===== src/rtl/block_table.sv =====
// block_table: fixed pool of live blocks with valid/ready spawn, per-tick z advance,
// slice and expiry retirement, and registered per-slot outputs.
`default_nettype none

module block_table #(
  parameter int NUM_SLOTS = 12,
  parameter int X_WIDTH   = 12,
  parameter int Y_WIDTH   = 12,
  parameter int Z_WIDTH   = 14,
  parameter int Z_SPAWN   = 8000,
  parameter int Z_STEP    = 64,
  localparam int SW = $clog2(NUM_SLOTS),
  localparam int CW = $clog2(NUM_SLOTS + 1)
) (
  input  logic                                clk_in,
  input  logic                                rst_in,
  input  logic                                clear_in,
  input  logic                                tick_in,
  input  logic                                spawn_valid_in,
  output logic                                spawn_ready_out,
  input  logic [X_WIDTH-1:0]                  spawn_x_in,
  input  logic [Y_WIDTH-1:0]                  spawn_y_in,
  input  logic                                spawn_color_in,
  input  logic [2:0]                          spawn_direction_in,
  input  logic                                slice_valid_in,
  input  logic [SW-1:0]                       slice_slot_in,
  output logic [NUM_SLOTS-1:0][X_WIDTH-1:0]   block_x_out,
  output logic [NUM_SLOTS-1:0][Y_WIDTH-1:0]   block_y_out,
  output logic [NUM_SLOTS-1:0][Z_WIDTH-1:0]   block_z_out,
  output logic [NUM_SLOTS-1:0]                block_color_out,
  output logic [NUM_SLOTS-1:0][2:0]           block_direction_out,
  output logic [NUM_SLOTS-1:0]                block_visible_out,
  output logic                                sliced_out,
  output logic                                missed_out,
  output logic [CW-1:0]                       miss_count_out,
  output logic [CW-1:0]                       active_count_out
);

  localparam logic [Z_WIDTH-1:0] Z_SPAWN_V = Z_WIDTH'(Z_SPAWN);
  localparam logic [Z_WIDTH-1:0] Z_STEP_V  = Z_WIDTH'(Z_STEP);

  logic [NUM_SLOTS-1:0]              spawn_onehot;
  logic                              spawn_fire;
  logic [NUM_SLOTS-1:0]              visible_nxt;
  logic [NUM_SLOTS-1:0][Z_WIDTH-1:0] z_nxt;
  logic [NUM_SLOTS-1:0]              load;
  logic                              slice_hit;
  logic [CW-1:0]                     miss_cnt;
  logic [CW-1:0]                     active_nxt;

  assign spawn_ready_out = |(~block_visible_out);

  // Isolates the lowest clear bit of the visible vector: lowest-index free slot.
  assign spawn_onehot = ~block_visible_out & (block_visible_out + NUM_SLOTS'(1));
  assign spawn_fire   = spawn_valid_in & spawn_ready_out & ~clear_in;

  always_comb begin
    visible_nxt = block_visible_out;
    z_nxt       = block_z_out;
    load        = '0;
    slice_hit   = 1'b0;
    miss_cnt    = '0;
    if (clear_in) begin
      visible_nxt = '0;
    end else begin
      for (int i = 0; i < NUM_SLOTS; i++) begin
        if (block_visible_out[i]) begin
          // Slice takes priority over expiry on the same slot.
          if (slice_valid_in && (slice_slot_in == SW'(i))) begin
            visible_nxt[i] = 1'b0;
            slice_hit      = 1'b1;
          end else if (tick_in) begin
            if (block_z_out[i] <= Z_STEP_V) begin
              visible_nxt[i] = 1'b0;
              miss_cnt       = miss_cnt + CW'(1);
            end else begin
              z_nxt[i] = block_z_out[i] - Z_STEP_V;
            end
          end
        end else if (spawn_fire && spawn_onehot[i]) begin
          visible_nxt[i] = 1'b1;
          z_nxt[i]       = Z_SPAWN_V;
          load[i]        = 1'b1;
        end
      end
    end
  end

  always_comb begin
    active_nxt = '0;
    for (int i = 0; i < NUM_SLOTS; i++) begin
      active_nxt = active_nxt + CW'(visible_nxt[i]);
    end
  end

  always_ff @(posedge clk_in or posedge rst_in) begin
    if (rst_in) begin
      block_x_out         <= '0;
      block_y_out         <= '0;
      block_z_out         <= '0;
      block_color_out     <= '0;
      block_direction_out <= '0;
      block_visible_out   <= '0;
      sliced_out          <= 1'b0;
      missed_out          <= 1'b0;
      miss_count_out      <= '0;
      active_count_out    <= '0;
    end else begin
      block_visible_out <= visible_nxt;
      block_z_out       <= z_nxt;
      for (int i = 0; i < NUM_SLOTS; i++) begin
        if (load[i]) begin
          block_x_out[i]         <= spawn_x_in;
          block_y_out[i]         <= spawn_y_in;
          block_color_out[i]     <= spawn_color_in;
          block_direction_out[i] <= spawn_direction_in;
        end
      end
      sliced_out       <= slice_hit;
      missed_out       <= (miss_cnt != '0);
      miss_count_out   <= miss_cnt;
      active_count_out <= active_nxt;
    end
  end

endmodule

`default_nettype wire


===== config.mk =====
export PLATFORM = sky130hd
export DESIGN_NAME = block_table
export DESIGN_NICKNAME = d
export VERILOG_FILES = /design/src/rtl/block_table.sv
export SDC_FILE = /design/constraint.sdc
export NUM_CORES = 1
export LEC_CHECK = 0
export ABC_AREA = 1
export BUFFER_PORTS_ARGS = -buffer_cell sky130_fd_sc_hd__buf_2
export CORE_AREA = 2 2 219 221
export DETAILED_ROUTE_END_ITERATION = 10
export DIE_AREA = 0 0 221 223
export PLACE_DENSITY = 0.79
export SKIP_CTS_REPAIR_TIMING = 1
export SYNTH_ARGS = -nofsm -noshare
export SYNTH_HDL_FRONTEND = slang
export SYNTH_SLANG_ARGS = --single-unit

===== constraint.sdc =====
create_clock -name clk_in -period 15.4 [get_ports clk_in]
set_clock_uncertainty 0.15 [all_clocks]
set_input_delay 1.54 -clock clk_in [delete_from_list [all_inputs] [get_ports clk_in]]
set_output_delay 1.54 -clock clk_in [all_outputs]
set_load 0.01 [all_outputs]

==> metrics.txt, run 1 <==
Final Critical Period=approximately 7.4 ns; Total GRT Usage=0.2544; CTS sink cnt=around 450; YS warnings=0; share of synthesized area spent on multiplexers=0; starting DRC count in detailed routing=between 1500 and 2000; buffers added on ports=492; placement row count=80; flops & latches, synth=454; source of the critical timing path=tick_in; class of the worst hold path=reg2reg; clock input transition at the sequential cells of the worst setup and hold paths=about 0.060 ns; sequential cell area fraction in the yosys report=0.5514; Crit Reg-Reg Startpoint=block_z_out[20]; commonest register cell after synthesis=dfrtp_1; fraction of final layout cells sized beyond drive strength 1=0.2342; deepest level of the CTS H-tree=2; via count=roughly 18000; FF-to-FF End=missed_out; leakage power=13.52 nW; per-cell routed wire length=18.64 µm; CP most frequent cell=nand2_1; mean instance size in the synthesized netlist=approximately 8.8 µm²; Core ar.=47150 µm²; actual transition at the worst max-transition pin=between 1 and 1.5 ns; cell depth of the worst flop-to-flop path=between 50 and 60; first-pass GRT wire length=roughly 98 mm; Remaining Overflow, GRT=0; final estimated routing congestion in global placement=0.9452; crit-path max FO=24; Vert. Die Dim=223 µm; DP Area=between 20000 and 25000 µm²; Post-Synthesis Cells=2340; run status=complete, no violations; number of hold-slack violations in the final timing report=0; net total in the final layout=roughly 2900; count of max-cap constraint violations=0; number of remaining DRC errors=0; count of unique library cells instantiated by Yosys=50; portion of the clock cycle consumed by the worst path in the final layout=0.4824; worst-case clock buffer depth=3; largest family of logic cells by synthesized area=simple AND/OR/NAND/NOR gates; Die Wd=221 µm; CTS tree=yes; tightest slew margin relative to the limit=0.2658; Peak supply drop=105.1 µV; worst endpoint required time=approximately 16 ns; type of element capturing the critical path=flip-flop; first-pass detailed-route iteration total=6; root cell of the clock tree=clkbuf_16; Antenna Nets Post-Route=0; FMAX=between 100 and 150 MHz; detailed-route vias per instance=5.174; initial antenna violation count=0; maximum number of pins on one net before global-route repair=151; starting utilization of the core area=0.4370; slowest cell on the critical path=buf_2; arrival time worst endpoint=7.74 ns; vias in the first global route=16980; final count of pins violating max slew=0; Clock Latency Late Sink=0.57 ns; simple-gate share of the synthesized area=0.2036; final WL=~64 mm; last element of the critical path=missed_out; setup total negative slack=0 ns; number of diodes added for antenna fixing=0; area of the mapped netlist=20600 µm²; final instance area=about 25000 µm²; post-synthesis share of cell area spent on full adders, half adders and majority gates=0.02988; EDFF count, synth=0; Compound-Gate Fraction of Synth Area=0.1197; Die ar.=49280 µm²; flop-to-flop setup slack=~8.3 ns; fraction of synthesis flops using an asynchronous set or reset pin=1.000; # IOs=between 500 and 600; unrepaired setup endpoints after global routing=false; Critical Path Start Type=primary input; kind of critical path=in2reg; number of CTS-inserted buffers=47; hpwl dp=45.47 mm; areal power density over the cells=between 100 and 150 nW/µm²; share of the synthesized netlist area taken by xor and xnor gates=0.004555; PnR Total Power=around 2.8 mW; final setup violation count=0; Area growth syn-to-layout=20.50%; Largest stage delay, worst path=0.40 ns
-- synth_stat cells (all sizes together), types with 5 or more instances --
library cell	count	area, µm²
a21oi	26	130.1
buf	88	610.6
clkbuf	93	350.3
dfrtp	454	11360
fa	7	140.1
ha	38	475.5
inv	240	900.9
nand2	569	2223
nand3	123	745.7
nand3b	9	67.56
nand4	16	115.1
nor2	150	633.1
nor3	40	247.7
nor4	13	93.84
o21ai	420	2102
o31ai	16	120.1
xor2	5	51.30
-- worst max-delay path: cells and delay by family --
family / cells / cell delay, ns
AO/OA/AOI/OAI: 4 / 0.62
buffers and inverters: 11 / 0.98
adder cells (fa/ha/maj): 8 / 2.25
AND/OR/NAND/NOR: 29 / 2.36
-- sequential cells by signal, indices dropped and copies added (netlist names) --
| signal | flops |
|---|---|
| block_x_out | 144 |
| block_color_out | 12 |
| block_y_out | 144 |
| miss_count_out | 4 |
| missed_out | 1 |
| block_direction_out | 36 |
| block_visible_out | 12 |
| block_z_out | 96 |
| sliced_out | 1 |
| active_count_out | 4 |
-- where the power goes --
| group | total (mW) | internal (mW) | switching [mW] |
|---|---|---|---|
| logic | 0.324 | 0.105 | 0.220 |
| clock network | 1.17 | 0.683 | 0.488 |
| registers | 1.32 | 1.27 | 0.0565 |
| total | 2.82 | 2.06 | 0.764 |
-- how the worst min path moves through the flow --
stage / cells after the start / slack [ns] / from / to
6_report: 2 / 0.33 / block_direction_out[22] / block_direction_out[22]
5_1_grt: 2 / 0.35 / block_x_out[65] / block_x_out[65]
4_1_cts: 2 / 0.33 / block_x_out[49] / block_x_out[49]
3_5_place_dp: 2 / 0.32 / block_x_out[49] / block_x_out[49]
3_3_place_gp: 2 / 0.31 / block_y_out[87] / block_y_out[87]
2_1_floorplan: 2 / 0.37 / block_color_out[0] / block_color_out[0]
-- layout make-up --
cell class,count,area (µm²)
Tap cell,615,769.5
Inverter,242,915.9
Timing Repair Buffer,503,2557
Sequential cell,454,11360
Clock buffer,64,1351
Clock inverter,13,221.5
Multi-Input combinational cell,1534,7650
Fill cell,4259,22320
-- stage by stage --
stage / worst slack (ns) / hold WS, ns / utilization / cells
floorplan: 1.055 / 0.3687 / - / 2411
global placement: 7.593 / 0.3109 / 0.4932 / 3348
detailed placement: 7.473 / 0.3169 / 0.4932 / 3348
CTS: 8.071 / 0.3314 / 0.5266 / 3425
global route: 7.316 / 0.3515 / 0.5266 / 3425
finish: 7.971 / 0.3274 / 0.5266 / 3425
-- metal layers --
metal	vias up	GRT usage	wire length (µm)
li1	8265	-	-
met1	8473	0.3182	25230
met2	827	0.4213	30620
met3	155	0.06822	5504
met4	0	0.1002	2480
met5	-	0	0
-- cell families (layout without fill, tap and decap cells) --
kind of cell             Yosys count  in the layout
AO/OA/AOI/OAI                    478            478
XOR/XNOR                           9              9
adder cells (fa/ha/maj)           45             45
buffers and inverters            423            822
flip-flops                       454            454
other                              1             72
AND/OR/NAND/NOR                  930            930
-- cells in the final DEF, fill, tap and decap left out, drive strengths merged, types with 38 or more instances in the layout --
cell	n
conb	72
nand2	569
dfrtp	454
buf	503
o21ai	420
ha	38
inv	243
nor3	40
clkbuf	64
nand3	123
nor2	150
(Power assumes the default switching activity.)
==> run 2: changes to the inputs <==
--- a/config.mk
+++ b/config.mk
@@ -7,10 +7,10 @@
 export LEC_CHECK = 0
 export ABC_AREA = 1
 export BUFFER_PORTS_ARGS = -buffer_cell sky130_fd_sc_hd__buf_2
-export CORE_AREA = 2 2 219 221
+export CORE_AREA = 2 2 217 219
 export DETAILED_ROUTE_END_ITERATION = 10
-export DIE_AREA = 0 0 221 223
-export PLACE_DENSITY = 0.79
+export DIE_AREA = 0 0 219 221
+export PLACE_DENSITY = 0.83
 export SKIP_CTS_REPAIR_TIMING = 1
 export SYNTH_ARGS = -nofsm -noshare
 export SYNTH_HDL_FRONTEND = slang
==> constraint.sdc (replaced) <==
create_clock -name clk_in -period 6.2 [get_ports clk_in]
set_clock_uncertainty 0.15 [all_clocks]
set_input_delay 0.62 -clock clk_in [delete_from_list [all_inputs] [get_ports clk_in]]
set_output_delay 0.62 -clock clk_in [all_outputs]
set_load 0.01 [all_outputs]
==> run 2 against run 1 <==
Largest power group unchanged. Sequential cell count unchanged. Worst setup slack worse by 7.9 ns. Critical path depth increased by 2. Total power grew to 2.5 times the previous value. Clock power grew 150%. Final cell count up 1.3%. Core utilization up 2.5 points.
==> metrics.txt, run 2 (synthesized netlist as in run 1, its figures left out) <==
Clock Latency Late Sink=0.57 ns (about the same); Crit Reg-Reg Startpoint=block_z_out[6]; flop-to-flop setup slack=0.05 ns (-8.29 ns); slowest cell on the critical path=dfrtp_1; Die Wd=219 µm (-0.90%); worst-case clock buffer depth=3 (unchanged); class of the worst hold path=reg2reg; Remaining Overflow, GRT=0 (unchanged); FMAX=approximately 160 MHz; switching part of the total power=0.2745 (+0.003531); unrepaired setup endpoints after global routing=true; starting DRC count in detailed routing=1594 (-6.9%); per-cell routed wire length=19.03 µm (+2.1%); initial antenna violation count=1 (+1); CTS tree=yes; cell depth of the worst flop-to-flop path=54 (+5.9%); placement row count=79 (-1.3%); final estimated routing congestion in global placement=0.9416 (-0.38%); Switch Pwr=1.939 mW (+150%); count of max-cap constraint violations=0 (unchanged); hold path depth=2 (unchanged); deepest level of the CTS H-tree=2 (unchanged); number of filler cells placed in the layout=4078 (-4.2%); final setup violation count=0 (unchanged); sequential share of power=0.466 (-0.004); Total GRT Usage=0.2674 (+0.01297); Hold Startpoint=block_x_out[104]; actual transition at the worst max-transition pin=1.161 ns (+0.06372 ns); number of CTS-inserted buffers=47 (unchanged); final WL=66.04 mm (+3.5%); Area growth syn-to-layout=23.38%; hpwl dp=46.88 mm (+3.1%); via count=18220 (+2.8%); share of total power in the clock network=0.406 (-0.009); final count of pins violating max slew=0 (unchanged); portion of the clock cycle consumed by the worst path in the final layout=0.9914; # IOs=565 (unchanged); kind of critical path=reg2reg; Die ar.=48400 µm² (-1.8%); run status=complete, no violations; arrival time worst endpoint=6.45 ns (-1.29 ns); Worst Hold Path EP=block_x_out[104]; cell internal power dissipation=5.124 mW (+150%); PnR Total Power=7.062 mW (+150%); FF-to-FF End=missed_out; number of diodes added for antenna fixing=0 (unchanged); starting utilization of the core area=0.4473 (+0.01028); areal power density over the cells=277.8 nW/µm² (+140%); Vert. Die Dim=221 µm (-0.90%); Critical Path Start Type=flip-flop; clock input transition at the sequential cells of the worst setup and hold paths=0.06 ns (about the same); crit-path max FO=3 (-88%); Core ar.=46060 µm² (-2.3%); Multi-input gate area=7896 µm² (+3.2%); buffers added on ports=492 (unchanged); leakage power=13.76 nW (+1.8%); Peak supply drop=251.4 µV (+140%); setup total negative slack=0 ns (unchanged); detailed-route vias per instance=5.248 (+1.4%); area used by sequential logic in the layout=11360 µm² (unchanged); worst endpoint required time=6.50 ns (-9.21 ns); CTS sink cnt=454 (unchanged); first-pass GRT wire length=100.4 mm (+2.1%); maximum number of pins on one net before global-route repair=128 (-15%); Largest stage delay, worst path=0.43 ns (+0.03 ns); number of hold-slack violations in the final timing report=0 (unchanged); minimum hold slack=0.3265 ns (-0.0008750 ns); vias in the first global route=17410 (+2.5%); number of remaining DRC errors=0 (unchanged); Antenna Nets Post-Route=0 (unchanged); fraction of final layout cells sized beyond drive strength 1=0.2675 (+0.03329); leading cell types in the layout, fill and taps excluded=527 x nand2_1, 492 x buf_2, 454 x dfrtp_1, 416 x o21ai_0, 210 x inv_1; type of element capturing the critical path=flip-flop; root cell of the clock tree=clkbuf_16; net total in the final layout=2912 (+1.6%); Final Critical Period=about 6.1 ns; CP most frequent cell=nand2_2; part of the power in combinational logic=0.128 (+0.013); largest registers in the final layout=block_x_out x144, block_y_out x144, block_z_out x96; first-pass detailed-route iteration total=6 (unchanged); most common library cell in the layout ignoring fill and taps=nand2_1; tightest slew margin relative to the limit=0.2259 (-0.03989)
-- run 2: cell count changes in the layout (fill, tap and decap cells not counted), sizes merged --
cell | previous run | this run
buf | 503 | 549
bufinv | 4 | 3
clkbuf | 64 | 62
clkinv | 7 | 19
clkinvlp | 1 | 3
dlygate4sd3 | 0 | 1
inv | 243 | 239
-- run 2: power groups by stage --
stage | sequential, mW | clock, mW | combinational [mW]
finish | 3.29 | 2.87 | 0.903
global route | 3.31 | 3.01 | 1.00
CTS | 3.28 | 2.89 | 0.874
detailed placement | 3.33 | 0 | 0.869
global placement | 3.33 | 0 | 0.849
floorplan | 3.42 | 0 | 0.382
-- run 2: how the worst max path moves through the flow --
stage,start,endpoint,cells past startpoint
2_1_floorplan,rst_in,active_count_out[0],1
3_3_place_gp,block_z_out[6],missed_out,55
3_5_place_dp,block_z_out[6],missed_out,55
4_1_cts,block_z_out[6],missed_out,55
5_1_grt,block_z_out[6],missed_out,55
6_report,block_z_out[6],missed_out,54
-- run 2: area by class of cell --
type | instances | share of cell area
well taps | 607 | 0.02988
flip-flops and latches | 454 | 0.4469
clock inverters | 22 | 0.008663
clock buffers | 62 | 0.05281
repair buffers | 550 | 0.1152
inverters | 242 | 0.03588
multi-input cells | 1534 | 0.3106
-- run 2: metal layers --
layer,track usage,up-vias,share of wire
li1,-,8378,-
met4,0.1070,2,0.042
met2,0.4422,898,0.48
met3,0.07918,175,0.097
met5,0,-,0.00018
met1,0.3271,8763,0.38
-- run 2: per-stage QoR --
stage	cells	setup slack, ns	instance area, µm²	util
floorplan	2411	-0.7111	20880	-
global placement	3377	-0.1761	23540	0.5110
detailed placement	3377	-0.3261	23540	0.5110
CTS	3461	-0.3841	25100	0.5449
global route	3471	-0.2707	25420	0.5519
finish	3471	0.05302	25420	0.5519
-- run 2: worst max-delay path, delay by kind of cell, from the launching register on --
kind | cells | cell delay, ns
adders and majority gates | 9 | 2.08
buffers and inverters | 11 | 0.56
and+or+nand+nor | 30 | 2.30
DFF | 1 | 0.43
AOI/OAI and AO/OA | 4 | 0.50
